===== config.mk =====
export PLATFORM = sky130hd
export DESIGN_NAME = shift_add_mult_ctrl_flat
export DESIGN_NICKNAME = d
export VERILOG_FILES = /design/src/rtl/shift_add_mult_ctrl_if.sv /design/src/rtl/shift_add_mult_ctrl.sv /design/src/flat_wrapper.sv
export SDC_FILE = /design/constraint.sdc
export NUM_CORES = 1
export LEC_CHECK = 0
export CORE_AREA = 2 2 177 110
export CTS_BUF_LIST = sky130_fd_sc_hd__clkbuf_4 sky130_fd_sc_hd__clkbuf_8 sky130_fd_sc_hd__clkbuf_16
export CTS_CLUSTER_SIZE = 25
export DETAILED_ROUTE_END_ITERATION = 8
export DIE_AREA = 0 0 179 112
export PLACE_DENSITY = 0.7
export SETUP_SLACK_MARGIN = 0.1
export SYNTH_ARGS = -nofsm -noshare
export SYNTH_HDL_FRONTEND = slang
export SYNTH_SLANG_ARGS = --single-unit

===== constraint.sdc =====
create_clock -name clk -period 4.2 [get_ports clk]
set_input_delay 0.63 -clock clk [delete_from_list [all_inputs] [get_ports clk]]
set_output_delay 0.63 -clock clk [all_outputs]
set_load 0.03 [all_outputs]

===== src/rtl/shift_add_mult_ctrl_if.sv =====
// Operand/product handshake between the operand source, the multiplier
// and the product consumer.
interface shift_add_mult_ctrl_if #(
   parameter int unsigned WIDTH = 32
);
   logic               start;
   logic [WIDTH-1:0]   a;
   logic [WIDTH-1:0]   b;
   logic               busy;
   logic               done;
   logic [2*WIDTH-1:0] product;

   modport master (output start, a, b, input busy, done, product);
   modport slave  (input start, a, b, output busy, done, product);
endinterface


===== src/rtl/shift_add_mult_ctrl.sv =====
// Sequential unsigned WIDTHxWIDTH multiplier: one shared prefix adder, one
// add-and-shift per cycle, fixed latency of WIDTH iterations.
module prefix_adder #(
   parameter int unsigned W = 32
) (
   input  logic [W-1:0] x,
   input  logic [W-1:0] y,
   input  logic         cin,
   output logic [W-1:0] sum,
   output logic         cout
);
   logic [W-1:0] hx, g, p, gn, pn;
   logic [W:0]   c;

   // Kogge-Stone prefix tree; cin folds in after the group generate/propagate.
   always_comb begin
      hx = x ^ y;
      g  = x & y;
      p  = hx;
      gn = '0;
      pn = '0;
      for (int unsigned d = 1; d < W; d = d * 2) begin
         gn = g;
         pn = p;
         for (int unsigned i = d; i < W; i++) begin
            gn[i] = g[i] | (p[i] & g[i-d]);
            pn[i] = p[i] & p[i-d];
         end
         g = gn;
         p = pn;
      end
      c    = {g | (p & {W{cin}}), cin};
      sum  = hx ^ c[W-1:0];
      cout = c[W];
   end
endmodule

module shift_add_mult_ctrl #(
   parameter int unsigned WIDTH = 32,
   parameter int unsigned CNT_W = 5
) (
   input  logic                 clk,
   input  logic                 rst,
   shift_add_mult_ctrl_if.slave bus
);
   typedef enum logic [1:0] {IDLE, RUN, DONE} state_t;

   state_t               state, state_nx;
   logic [WIDTH-1:0]     mcand, acc, mq, addend, sum;
   logic                 cout;
   logic [CNT_W-1:0]     cnt;
   logic [2*WIDTH-1:0]   product_q;
   logic [2*WIDTH-1:0]   step;

   assign addend = mq[0] ? mcand : '0;

   prefix_adder #(.W(WIDTH)) u_add (
      .x    (acc),
      .y    (addend),
      .cin  (1'b0),
      .sum  (sum),
      .cout (cout)
   );

   // Carry-out becomes the new acc MSB; the low multiplier bit is consumed.
   assign step = {cout, sum, mq[WIDTH-1:1]};

   always_ff @(posedge clk) begin
      if (rst) state <= IDLE;
      else     state <= state_nx;
   end

   always_comb begin
      state_nx = state;
      case (state)
         IDLE:    if (bus.start) state_nx = RUN;
         RUN:     if (cnt == '1) state_nx = DONE;
         DONE:    state_nx = IDLE;
         default: state_nx = IDLE;
      endcase
   end

   always_ff @(posedge clk) begin
      if (rst) begin
         mcand     <= '0;
         acc       <= '0;
         mq        <= '0;
         cnt       <= '0;
         product_q <= '0;
      end else begin
         case (state)
            IDLE: if (bus.start) begin
               mcand <= bus.a;
               mq    <= bus.b;
               acc   <= '0;
               cnt   <= '0;
            end
            RUN: begin
               {acc, mq} <= step;
               cnt       <= cnt + 1'b1;
               if (cnt == '1) product_q <= step;
            end
            default: ;
         endcase
      end
   end

   assign bus.busy    = (state == RUN);
   assign bus.done    = (state == DONE);
   assign bus.product = product_q;
endmodule


===== src/flat_wrapper.sv =====
// flat-port wrapper written by rule: the top's interface ports become plain ports
module shift_add_mult_ctrl_flat 
#(
   parameter int unsigned WIDTH = 32,
   parameter int unsigned CNT_W = 5
)
  (clk, rst, bus_start, bus_a, bus_b, bus_busy, bus_done, bus_product);
  shift_add_mult_ctrl_if #(.WIDTH(WIDTH)) bus_i ();
  input  logic clk;
  input  logic rst;
  input wire logic [$bits(bus_i.start)-1:0] bus_start;
  input wire logic [$bits(bus_i.a)-1:0] bus_a;
  input wire logic [$bits(bus_i.b)-1:0] bus_b;
  output wire logic [$bits(bus_i.busy)-1:0] bus_busy;
  output wire logic [$bits(bus_i.done)-1:0] bus_done;
  output wire logic [$bits(bus_i.product)-1:0] bus_product;
  assign bus_i.start = bus_start;
  assign bus_i.a = bus_a;
  assign bus_i.b = bus_b;
  assign bus_busy = bus_i.busy;
  assign bus_done = bus_i.done;
  assign bus_product = bus_i.product;
  shift_add_mult_ctrl #(.WIDTH(WIDTH), .CNT_W(CNT_W)) u_core (.clk(clk), .rst(rst), .bus(bus_i));
endmodule

# Word level (Yosys, flattened, before mapping)
# Index checks and enable logic that the tools add are counted.
dict set report totals {
  inputBits 67
  wordCells 387
  reg_bits 167
}
dict set report op_classes {
  reduce_logical 6
  mux 10
  n_bitwise 359
  eq_ne 5
  n_addsub 1
}
# operator count
set ops {}
lappend ops {{$and 1x1->1} 227}
lappend ops {{$or 1x1->1} 129}
lappend ops {{$pmux 32 s2} 2}
lappend ops {{$mux 32} 3}
lappend ops {{$xor 32x32->32} 2}
lappend ops {{$and 32x32->32} 1}
lappend ops {{$pmux 5 s2} 1}
lappend ops {{$reduce_and 2->1} 4}
lappend ops {{$add 5x1->5 const B} 1}
lappend ops {{$eq 5x5->1 const B} 1}
lappend ops {{$mux 5} 1}
lappend ops {{$mux 2} 2}
lappend ops {{$pmux 2 s2} 1}
lappend ops {{$eq 2x1->1 const B} 1}
lappend ops {{$eq 2x2->1 const B} 1}
lappend ops {{$logic_not 2->1} 1}
lappend ops {{$ne 2x1->1 const B} 1}
lappend ops {{$ne 2x2->1 const B} 1}
lappend ops {{$reduce_bool 2->1} 1}

# Depth between registers and ports, before layout
# Gate-level depths: netlist (run 1).
dict set report depth {
  depth_word 13
  ltp_mapped 11
}

# By module
# From an unflattened synthesis (run 1), not the netlist that was laid out.
dict set report hier_totals {
  hier_cells 899
  area_unflattened_um2 7737.4
}
# mod instances seq_area_each_um2 area_each_um2 cells_each
set by_module_without_submodules {}
lappend by_module_without_submodules {shift_add_mult_ctrl 1 3343.2 6050.8 674}
lappend by_module_without_submodules {prefix_adder 1 0.0 1686.6 225}

# Worst setup path after synthesis (run 1)
# Ideal clock, no wire load.
dict set report synth_path {
  kind {register to register}
  start {register u_core.mq[0]}
  end {register u_core.acc[25]}
  stages_incl_launch_ff 12
  path_slack_ns 1.260
  n_path_buf 1
  synth_period_minus_slack_ns 2.940
  arrival_time_ns 2.822
  path_cell_list {dfxtp_1 -> clkbuf_1 -> and2_1 -> ha_1 -> fa_1 -> a21o_1 -> a311o_1 -> and2_1 -> o211ai_2 -> a21oi_1 -> or3_1 -> a32o_1}
}
dict set report synth_between {
  elab_chain_cells 13
  word_cells_on_any_way 77
  classes_between {2 x mux; 75 x bitwise}
}
# element line
set synth_lines {}
lappend synth_lines {{start: declaration} shift_add_mult_ctrl.sv:49} ;# logic [WIDTH-1:0] mcand, acc, mq, addend, sum;
lappend synth_lines {{start signal: assignment} shift_add_mult_ctrl.sv:94} ;# mq <= bus.b;
lappend synth_lines {{start signal: assignment} shift_add_mult_ctrl.sv:99} ;# {acc, mq} <= step;
lappend synth_lines {{$mux 32 *} shift_add_mult_ctrl.sv:55} ;# assign addend = mq[0] ? mcand : '0;
lappend synth_lines {{$xor 32x32->32 / $and 32x32->32 (equally long branches)} {shift_add_mult_ctrl.sv:17, shift_add_mult_ctrl.sv:18}}
lappend synth_lines {{$and 1x1->1} shift_add_mult_ctrl.sv:26} ;# gn[i] = g[i] | (p[i] & g[i-d]);
lappend synth_lines {{$or 1x1->1} shift_add_mult_ctrl.sv:26}
lappend synth_lines {{$and 1x1->1} shift_add_mult_ctrl.sv:26}
lappend synth_lines {{$or 1x1->1} shift_add_mult_ctrl.sv:26}
lappend synth_lines {{$and 1x1->1} shift_add_mult_ctrl.sv:26}
lappend synth_lines {{$or 1x1->1} shift_add_mult_ctrl.sv:26}
lappend synth_lines {{$and 1x1->1 / $or 1x1->1 (equally long branches)} shift_add_mult_ctrl.sv:26}
lappend synth_lines {{$or 1x1->1 / $and 1x1->1 (equally long branches)} shift_add_mult_ctrl.sv:26}
lappend synth_lines {{$or 1x1->1} shift_add_mult_ctrl.sv:26}
lappend synth_lines {{$xor 32x32->32 *} shift_add_mult_ctrl.sv:33} ;# sum = hx ^ c[W-1:0];
lappend synth_lines {{$pmux 32 s2 *} shift_add_mult_ctrl.sv:91} ;# case (state)
lappend synth_lines {{end signal: assignment} shift_add_mult_ctrl.sv:99}
lappend synth_lines {{end: declaration} shift_add_mult_ctrl.sv:49}
# Mark *: on every way between the ends. The rest lies on a longest branch, timed or not.
# A chain may end at the register's enable or synchronous reset.

# Worst setup path in the final report (run 1)
# Ends and elaborated chain as after synthesis.

==> results.toml, run 1 <==
[status]
status = "finished, final reports clean"

[min_path]
min_path_type = "reg2reg"
whs_path_depth = 2
min_from = "u_core.bus.product[23]"
min_to = "u_core.bus.product[23]"

[global_route]
grt_overflow = 0
grt_usage = 0.236
grt_pass1_wl_um = 37400
grt_pass1_vias = 7101
grt_max_degree = 94
grt_antenna_before_repair = 0

[clock_network]
clk_pin_slew_ps = 70
cts_tree = "built"
post_cts_buffers = 0
post_cts_resized = 0
h-tree-depth = 4
cts-root-buf = "clkbuf_16"
numCtsBuffers = 17
cts_buffer_depth = 2
insertion_delay_ps = 430
holdBufCountCts = 0
clock_sinks = 167

[worst_setup_path]
rr_worst_depth = 10
critical_path_peak_fanout = 23
rr_endpoint = "u_core.acc[25]"
start_kind = "flip-flop"
cp_data_required_time_ps = 4520
cp.arrival_ps = 3680
rrSetupSlack_ps = 840
startpoint = "u_core.mq[0]"
r2r_start = "u_core.mq[0]"
setup.worst_path.class = "reg2reg"
cp-end-kind = "flip-flop"

[finish]
area_growth_syn_to_layout_pct = 24.7
fin_cells = 1403
fin_nets = 1246
nFillCells = 1789
fin_area_um2 = 10200
diodes = 0
drive_gt1_frac = 0.0553

[yosys]
async_flop_share = 0
synth_seq_area_share = 0.410
synth_area_leaders = "dfxtp_1 41%, nand2_1 13%, a21oi_1 7.7%"
synth_edf_count = 0
yosysTopAreaCellShare = 0.410
ys_ff_latch = 167
yosysTopAreaCell = "dfxtp_1"
avgSynthCellArea_um2 = 7.71
synth_fp_nets = 1160
synth_ff_type = "dfxtp_1"
synthTopCellsByCount = "273 x nand2_1, 167 x dfxtp_1, 126 x a21oi_1"
yosysMostFrequentCell = "nand2_1"
syn_inst = 1058
synthesis.area_um2 = 8150
ys_warn_count = 0
ys_types = 66

[die]
initial_utilization = 0.441
io_pins = 133
die_w_um = 179
coreArea_um2 = 18500
row_count = 39
dieArea_um2 = 20000
die_h_um = 112

[power]
ir_drop_mv = 0.312
clkPwrFrac = 0.437
leakagePower_uw = 0.00384
internal_power_uw = 2640
pwr_density_cell_nw_per_um2 = 347
power_frac_comb = 0.086
p_switching_uw = 893
swShare = 0.253
p_seq_frac = 0.476

[detailed_routing]
routedWlPerCell_um = 16.7
first_pass_iters = 5
drt_iter0_markers = 681
ant_nets = 0
drc = 0
num_vias = 7794
wl_um = 23400
via_per_inst = 5.56

[sta]
fin_skew_ps = 13.5
period_share = 0.799
hold_slack_ps = 452
finalCriticalPeriod_ps = 3360
fmax_mhz = 298
hold_viol = 0
rsz0062_at_grt = "no"
fin_setup_tns_ps = 0
maxSlewHeadroom = 0.310
slew_viol_final = 0
setup_violations = 0
worstMarginPinSlew_ps = 1030

[place]
numPortBuffers = 132
gp_congestion = 0.932
placed_area_um2 = 9590
dpl.hpwl_um = 15800
dp_cells = 1371

[flow_run]
maxCapViolations = 0
-- how the worst max path moves through the flow --
| stage | endpoint | slack, ps | depth (start not counted) |
|---|---|---|---|
| 2_1_floorplan | u_core.acc[25] | 1260 | 11 |
| 3_3_place_gp | u_core.acc[25] | 970 | 10 |
| 3_5_place_dp | u_core.acc[25] | 890 | 10 |
| 4_1_cts | u_core.acc[25] | 860 | 10 |
| 5_1_grt | u_core.bus.product[61] | 620 | 9 |
| 6_report | u_core.acc[25] | 840 | 10 |
-- critical path: stages (launching register included) --
cell      delay (ps)
dfxtp_1          530
and2_1           280
ha_1             230
fa_1             440
a21o_1           210
a311o_1          390
and2_1           190
o211ai_2         250
a21oi_1          150
or3_1            340
a32o_1           250
-- final cells by class --
type / instances / area, um^2 / area share
flip-flops and latches: 167 / 3340 / 0.329
repair buffers: 142 / 1410 / 0.138
clock inverters: 10 / 97.6 / 0.00960
multi-input cells: 806 / 4490 / 0.442
inverters: 10 / 37.5 / 0.00369
clock buffers: 22 / 482 / 0.0474
well taps: 246 / 308 / 0.0303
-- routing by layer --
layer	global-route usage	up-vias	wire length [um]
met4	0.0493	0	193
met1	0.379	3623	12300
li1	-	3875	-
met3	0.0550	18	1900
met2	0.311	278	8950
met5	0	-	0
-- sequential cells by signal, summed over array words and instances (netlist names) --
name	count
u_core.bus.product	64
u_core.acc	32
u_core.mcand	32
u_core.mq	32
u_core.cnt	5
u_core.state	2
-- power groups by stage --
| stage | combinational (uW) | clock, uW | sequential (uW) |
|---|---|---|---|
| after floorplan | 187 | 0 | 1700 |
| after global placement | 299 | 0 | 1710 |
| after detailed placement | 303 | 0 | 1720 |
| after CTS | 306 | 1570 | 1680 |
| after global routing | 339 | 1640 | 1690 |
| final | 305 | 1540 | 1680 |
-- layout by cell type, fill, tap and decap left out, drive strengths merged, types with 10 or more instances in the layout --
cell type      netlist  routed
xnor2               12      12
clkdlybuf4s50        0     131
nor3                13      13
and2                36      36
nand4               13      13
clkbuf              62      22
a311oi              32      32
nor2                70      70
nand3               39      39
a21oi              126     126
inv                 10      10
ha                  34      34
o21ai               42      42
nand2              273     273
buf                 13      11
dfxtp              167     167
-- cells by family after synthesis --
kind of cell               synth area share
DFF                                   0.410
xor gates and xnor gates             0.0226
and+or+nand+nor                       0.255
buffers and inverters                0.0400
AOI/OAI and AO/OA                     0.218
adders and majority gates            0.0546
-- stage by stage --
stage / power, uW / setup slack, ps / util
floorplan: 1880 / 1260 / -
global placement: 2010 / 967 / 0.519
detailed placement: 2020 / 895 / 0.519
CTS: 3550 / 859 / 0.550
global route: 3660 / 617 / 0.550
finish: 3530 / 843 / 0.550
Power figures use the tool's default switching activity.
==> run 2, diff against run 1 <==
==> constraint.sdc (replaced) <==
create_clock -name clk -period 3.21 [get_ports clk]
set_input_delay 0.4815 -clock clk [delete_from_list [all_inputs] [get_ports clk]]
set_output_delay 0.4815 -clock clk [all_outputs]
set_load 0.03 [all_outputs]
==> run 2 against run 1 <==
Net effect:
- flip-flop and latch count stayed put
- setup slack got worse by 620 ps
- clock skew down 2.1 ps
==> results.toml, run 2 (synthesis results as in run 1) <==
[finish]
utilization = 0.559
fin_cells = 1416
final_common_cell = "nand2_1"
diodes = 0
fin_nets = 1259
largest_reg_flops = 64
final_cell_mix = "271 x nand2_1, 167 x dfxtp_1, 131 x clkdlybuf4s50_1, 125 x a21oi_1, 70 x nor2_1"
drive_gt1_frac = 0.0692
area_growth_syn_to_layout_pct = 26.7

[worst_setup_path]
critPathTopFamily = "compound AO/OA/AOI/OAI gates"
rr_endpoint = "u_core.acc[25]"
critical_path_peak_fanout = 4
worstPathCellList = "and2_1 -> ha_1 -> fa_1 -> a21o_1 -> a311o_1 -> and2_4 -> o211ai_4 -> a21oi_2 -> or3_1 -> a32o_1"
r2r_start = "u_core.mq[0]"
rr_worst_depth = 10
start_kind = "flip-flop"
max_stage_delay_ps = 430
cp_data_required_time_ps = 3530
setup.worst_path.class = "reg2reg"
worst_path_max_delay_cell = "fa_1"
cp.buffers_inverters = 0
cp-end-kind = "flip-flop"
cp.arrival_ps = 3310
rrSetupSlack_ps = 220

[die]
coreArea_um2 = 18500
dieArea_um2 = 20000
io_pins = 133
row_count = 39
die_w_um = 179
die_h_um = 112
initial_utilization = 0.441

[power]
ir_drop_mv = 0.374
power_frac_comb = 0.090
clkPwrFrac = 0.437
pwr_density_cell_nw_per_um2 = 449
leakagePower_uw = 0.00389
internal_power_uw = 3460
p_seq_frac = 0.472
p_switching_uw = 1190
swShare = 0.256

[place]
numPortBuffers = 132
dpl.hpwl_um = 15900
dp_cells = 1383
gp_congestion = 0.898

[flow_run]
maxCapViolations = 0

[global_route]
grt_antenna_before_repair = 0
grt_pass1_wl_um = 37400
grt_pass1_vias = 7068
grt_overflow = 0
grt_usage = 0.236
grt_max_degree = 88

[sta]
period_share = 0.931
maxSlewHeadroom = 0.373
fmax_mhz = 335
fin_setup_tns_ps = 0
rsz0062_at_grt = "no"
fin_skew_ps = 11.4
setup_violations = 0
hold_viol = 0
worstMarginPinSlew_ps = 937
finalCriticalPeriod_ps = 2990
slew_viol_final = 0

[detailed_routing]
drc = 0
routedWlPerCell_um = 16.4
first_pass_iters = 6
wl_um = 23200
num_vias = 7794
drt_iter0_markers = 705
via_per_inst = 5.50
ant_nets = 0

[clock_network]
cts_buffer_depth = 2
numCtsBuffers = 17
cts-root-buf = "clkbuf_16"
clk_pin_slew_ps = 60
clock_sinks = 167
insertion_delay_ps = 430
h-tree-depth = 4
cts_tree = "built"

[status]
status = "finished, final reports clean"

[min_path]
min_from = "u_core.bus.product[5]"
min_to = "u_core.bus.product[5]"
min_path_type = "reg2reg"
whs_path_depth = 2
[run 2: cell count changes in the layout (fill, tap and decap cells not counted), sizes merged]
cell    previous run  this run
clkbuf            22        20
inv               10        14
buf               11        24
clkinv             6         4
[run 2: metrics by stage]
step | worst slack [ps] | hold WS [ps] | instance area, um^2 | power [uW]
floorplan | 270 | 420 | 8150 | 2470
global placement | 241 | 430 | 9700 | 2650
detailed placement | 204 | 447 | 9700 | 2650
CTS | 164 | 456 | 10300 | 4670
global route | 101 | 470 | 10300 | 4840
finish | 221 | 453 | 10300 | 4640
[run 2: worst max-delay path by stage]
stage | cells after the start | slack, ps | to | start
6_report | 10 | 220 | u_core.acc[25] | u_core.mq[0]
3_5_place_dp | 10 | 200 | u_core.acc[25] | u_core.mq[0]
2_1_floorplan | 11 | 270 | u_core.acc[25] | u_core.mq[0]
5_1_grt | 10 | 100 | u_core.bus.product[42] | u_core.mq[0]
4_1_cts | 10 | 160 | u_core.acc[25] | u_core.mq[0]
3_3_place_gp | 10 | 240 | u_core.acc[25] | u_core.mq[0]
[run 2: power groups by stage]
stage	combinational, uW	sequential, uW	clock [uW]
finish	420	2190	2030
global route	464	2200	2170
CTS	419	2190	2060
detailed placement	415	2240	0
global placement	412	2240	0
floorplan	245	2220	0
[run 2: layout make-up]
class / count / area, um^2
clock buffer: 20 / 467
clock inverter: 12 / 115
fill: 1752 / 8160
inverter: 10 / 37.5
multi-input combinational: 806 / 4540
sequential: 167 / 3340
tap: 246 / 308
timing repair buffer: 155 / 1530
[run 2: worst register-to-register path, cell delays in order, from the launching register on]
cell and delay, ps:
dfxtp_1 350, and2_1 170, ha_1 230, fa_1 430
a21o_1 210, a311o_1 400, and2_4 170, o211ai_4 230
a21oi_2 110, or3_1 340, a32o_1 240
[run 2: timing repair]
item | in CTS | in global routing
setup buffers | 0 | 1
hold buffers | 0 | 0
endpoints found under the setup margin | 0 | 11
gates resized for setup | 0 | 7
[run 2: routing by layer]
metal	share of wire	wire length [um]	vias to the layer above	global-route usage
met5	0	0	-	0
li1	-	-	3898	-
met1	0.51	11900	3600	0.375
met3	0.089	2070	18	0.0666
met4	0.0074	172	0	0.0558
met2	0.39	9010	278	0.306
==> RTL change 1: new RTL, config.mk and constraints of run 1 <==
Re-encode `state_t` (3 states) as one-hot, 3 bits wide.
--- a/src/rtl/shift_add_mult_ctrl.sv
+++ b/src/rtl/shift_add_mult_ctrl.sv
@@ -44,5 +44,5 @@
    shift_add_mult_ctrl_if.slave bus
 );
-   typedef enum logic [1:0] {IDLE, RUN, DONE} state_t;
+   typedef enum logic [2:0] {IDLE = 3'b001, RUN = 3'b010, DONE = 3'b100} state_t;
 
    state_t               state, state_nx;
Behaviour: no difference found for any inputs over 10 cycles, from zero or initial values and one cycle with rst high; not proved beyond that.
==> RTL change 1 against run 1 <==
- cell area up 1.2%
- synthesized area up 1.2%
- routed wire length down 1.8%
- setup slack better by 0.069 ns
- fmax up 2.1%
- first-iteration DRC count down 5.1%
- cell count about the same
- total power down 1.4%
- synthesized cell count down 0.85%
- hold slack better by 0.00076 ns
- sequential cell count up 1
- critical endpoint is now u_core.bus.product[60]
- largest power group unchanged
==> RTL change 1: results (changes against run 1) <==
outcome=completed; Signal inverters=7 (-3); Hold Startpoint=u_core.mcand[20]; top routing layer used=met4; mux share of post-synthesis cell area=0.136% (+0.14 points); Final #Nets=1245 (-0.080%); vias in the first global route=6967 (-1.9%); met2 WL=9.05 mm (+1.0%); largest net degree at the start of global routing=89 (-5.3%); detailed placement HPWL=15.7 mm (-0.41%); cells on worst reg2reg path=9 (-1); #FFs+latches synth=168 (+0.60%); layout clock buffer count=17 (-23%); GP Congestion=0.898 (-3.6%); FF/Latch Area=3360 um^2 (+0.60%); met2 Use GR=31.5% (+0.41 points); 1st-iter DRT viols=646 (-5.1%); GRT met3 Usage=5.70% (+0.20 points); FILL cells=1760 (-1.6%); global-route wire length before repair=36.6 mm (-2.1%); CTS H-tree lvls=4 (unchanged); synth cell count leaders=nand2_1, dfxtp_1, a21oi_1; met1 WL=12.2 mm (-1.1%); multi-input combinational area share=44.6% (+0.44 points); met1 usage=35.9% (-2.0 points); Multi-input comb cells=803 (-0.37%); clk cell area share=5.59% (-0.10 points); crit path max fanout=19 (-17%); xor/xnor share of the synthesized area=1.80% (-0.45 points); fraction of cell area in non-clock buffers=13.8% (about the same); Gate power share=7.5% (-1.1 points); max reg flops=64 (unchanged); sequential fraction of the synthesis area=40.7% (-0.25 points); adder-cell area share of the yosys netlist=5.40% (-0.066 points); crit path DAT=3.61 ns (-0.07 ns); Setup Skew=0.00976 ns (-0.00372 ns); Int Pwr=2.54 mW (-3.7%); Post-CTS Setup Inserts=0 (unchanged); compound-cell area share of the yosys netlist=23.0% (+1.2 points); number of CTS-inserted buffers=17 (unchanged); met3 WL=1.44 mm (-24%); Signal buffers=146 (+2.8%); layout cell share with drive strength beyond 1=6.40% (+0.87 points); leakage power=4.00 nW (+4.2%); Slew Limit Headroom=36.1% (+5.1 points); r2r setup slk=0.91 ns (+0.07 ns); Via density=5.53 (-0.49%); GRT Resource Usage Total=23.0% (-0.56 points); R2R Path End=u_core.bus.product[60]; PwrDens=338 nW/um^2 (-2.6%); Min-Delay Endpoint=u_core.mcand[20]; warning count from the yosys run=0 (unchanged); WL per Instance=16.4 um (-1.7%); Synth area leaders=dfxtp_1, nand2_1, a21oi_1; Max IR drop VDD=0.235 mV (-25%); Synth cell types=75 (+14%)
RTL change 1: cell count changes in the layout (fill, tap and decap cells not counted), moves of 4 or more:
cell,before,now
clkinv_4,4,0
nand4_1,13,6
buf_4,10,15
inv_6,0,7
a21oi_1,126,121
nor3_1,13,8
nand3_1,39,34
a32o_1,3,8
a21o_1,9,16
o21ai_0,35,24
RTL change 1: metrics by stage:
stage	instances	setup WS, ns	cell area [um^2]	util (%)	hold WS, ns
5_1_grt	1402	0.669	10300	55.6	0.474
6_report	1402	0.912	10300	55.6	0.453
2_1_floorplan	1049	1.49	8250	-	0.424
4_1_cts	1402	0.987	10300	55.6	0.455
3_3_place_gp	1370	1.04	9710	52.5	0.442
3_5_place_dp	1370	1.02	9710	52.5	0.445
RTL change 1: worst max-delay path, stage by stage, from the launching register on:
cell	delay [ns]
dfxtp_1	0.74
and2_1	0.23
ha_1	0.32
a21o_4	0.28
or3_1	0.37
a32oi_2	0.33
a2111oi_2	0.18
o211ai_2	0.27
a2111oi_2	0.11
a311o_1	0.34
==> RTL change 2: new RTL, config.mk and constraints of run 1 <==
Without the edit above. `CNT_W` is set to 5 in 2 places; all go to 10.
--- a/src/rtl/shift_add_mult_ctrl.sv
+++ b/src/rtl/shift_add_mult_ctrl.sv
@@ -38,5 +38,5 @@
 module shift_add_mult_ctrl #(
    parameter int unsigned WIDTH = 32,
-   parameter int unsigned CNT_W = 5
+   parameter int unsigned CNT_W = 10
 ) (
    input  logic                 clk,
--- a/src/flat_wrapper.sv
+++ b/src/flat_wrapper.sv
@@ -3,5 +3,5 @@
 #(
    parameter int unsigned WIDTH = 32,
-   parameter int unsigned CNT_W = 5
+   parameter int unsigned CNT_W = 10
 )
   (clk, rst, bus_start, bus_a, bus_b, bus_busy, bus_done, bus_product);
Formal check against the unedited RTL: no difference found for any inputs over 10 cycles, from zero or initial values and one cycle with rst high; that may be too few to reach the edited logic, so the function may still have changed.
==> RTL change 2 against run 1 <==
- total power grew 3.7%
- synthesized cell count rose by 0.57%
- via count is essentially flat
- clock power grew 5%
- synthesized area grew 2.1%
- critical path depth increased by 1
- setup slack gained 0.13 ns
- routed wire length is 2.4% lower
- combinational power is 4% higher
- cell area rose by 1.7%
- sequential cell count is 5 higher
==> RTL change 2: results (changes against run 1) <==
max reg flops=64 (unchanged); detailed placement HPWL=15.9 mm (+0.54%); synth cell count leaders=nand2_1, dfxtp_1, a21oi_1; R2R Path End=u_core.bus.product[58]; slowest CP cell=o31ai_2; Post-CTS Setup Inserts=0 (unchanged); Post-synth ARST share=0% (unchanged); global-route wire length before repair=37.5 mm (+0.22%); FILL cells=1739 (-2.8%); crit path max fanout=33 (+43%); initial antenna violation count=0 (unchanged); Max IR drop VDD=0.275 mV (-12%); Hold Startpoint=u_core.mcand[23]; Final #Nets=1265 (+1.5%); Synth area leaders=dfxtp_1, nand2_1, a21oi_1; 1st-iter DRT viols=606 (-11%); GRT Resource Usage Total=23.4% (-0.18 points); vias in the first global route=7292 (+2.7%); WL per Instance=16.0 um (-3.7%); Synth cell types=62 (-6.1%); Min-Delay Endpoint=u_core.mcand[23]; outcome=completed; worst hold slack=0.450 ns (-0.00247 ns); slowest stage delay, CP=0.47 ns (-0.06 ns); leakage power=3.90 nW (+1.8%); Syn Nets=1165 (+0.43%); HP Class=flop to flop; sequential fraction of the synthesis area=41.4% (+0.36 points); Clock Path Buffers=2 (unchanged); ANT cells=0 (unchanged); Setup Skew=0.0123 ns (-0.00123 ns); via count=7791 (-0.038%); Worst-Margin Slew=0.926 ns (-0.105 ns); sw frac=25.9% (+0.64 points); crit path DAT=3.60 ns (-0.08 ns); layout cell share with drive strength beyond 1=5.61% (+0.081 points); Place WS=1.03 ns (+0.138 ns); largest net degree at the start of global routing=88 (-6.4%); r2r setup slk=0.97 ns (+0.13 ns); cells on worst reg2reg path=11 (+1); GP Congestion=0.931 (about the same)
[RTL change 2: final cells by class]
cell class | count | area share [%]
clock buffers | 17 | 4.11
clock inverters | 14 | 1.68
inverters | 7 | 0.254
multi-input cells | 819 | 43.8
flip-flops and latches | 172 | 33.3
well taps | 246 | 2.98
repair buffers | 147 | 13.8
[RTL change 2: per-stage QoR]
step	utilization (%)	area (um^2)	std cells
6_report	55.9	10300	1422
5_1_grt	55.9	10300	1422
4_1_cts	55.9	10300	1422
3_5_place_dp	52.7	9740	1391
3_3_place_gp	52.7	9740	1391
2_1_floorplan	-	8320	1064
[RTL change 2: power groups by stage]
stage                     clock [mW]  sequential [mW]  combinational [mW]
final                           1.62             1.72               0.317
after detailed placement           0             1.76               0.315
after global placement             0             1.76               0.313
after floorplan                    0             1.75               0.196
after CTS                       1.65             1.72               0.317
after global routing            1.72             1.73               0.356
[RTL change 2: cell families (layout without fill, tap and decap cells)]
group | Yosys count | in the layout | synth area share, %
buffers and inverters | 73 | 185 | 4.28
AND/OR/NAND/NOR | 492 | 492 | 26.4
adder cells (fa/ha/maj) | 34 | 34 | 5.20
XOR/XNOR | 27 | 27 | 2.84
AO/OA/AOI/OAI | 265 | 265 | 19.8
flip-flops | 172 | 172 | 41.4
multiplexers | 1 | 1 | 0.120
[RTL change 2: metal layers]
layer  global-route usage [%]  vias up  wire (um)
met5                        0        -          0
met4                     5.69        0        250
met3                     4.30       22       1720
met2                     32.5      271       9100
met1                     36.6     3606      11700
li1                         -     3892          -
[RTL change 2: worst max-delay path by stage]
stage | end | slack (ns) | cells past startpoint | from
3_5_place_dp | u_core.bus.product[58] | 1.03 | 11 | u_core.mq[0]
2_1_floorplan | u_core.bus.product[58] | 1.44 | 12 | u_core.mq[0]
3_3_place_gp | u_core.acc[27] | 1.08 | 12 | u_core.mq[0]
6_report | u_core.bus.product[58] | 0.97 | 11 | u_core.mq[0]
5_1_grt | u_core.acc[27] | 0.76 | 12 | u_core.mq[0]
4_1_cts | u_core.bus.product[58] | 1.0 | 11 | u_core.mq[0]
[RTL change 2: worst max-delay path, delay by kind of cell, from the launching register on]
| family | cells | cell delay (ns) |
|---|---|---|
| buffers and inverters | 1 | 0.21 |
| adder cells (fa/ha/maj) | 1 | 0.37 |
| AND/OR/NAND/NOR | 2 | 0.48 |
| AO/OA/AOI/OAI | 7 | 1.77 |
| flip-flops | 1 | 0.30 |
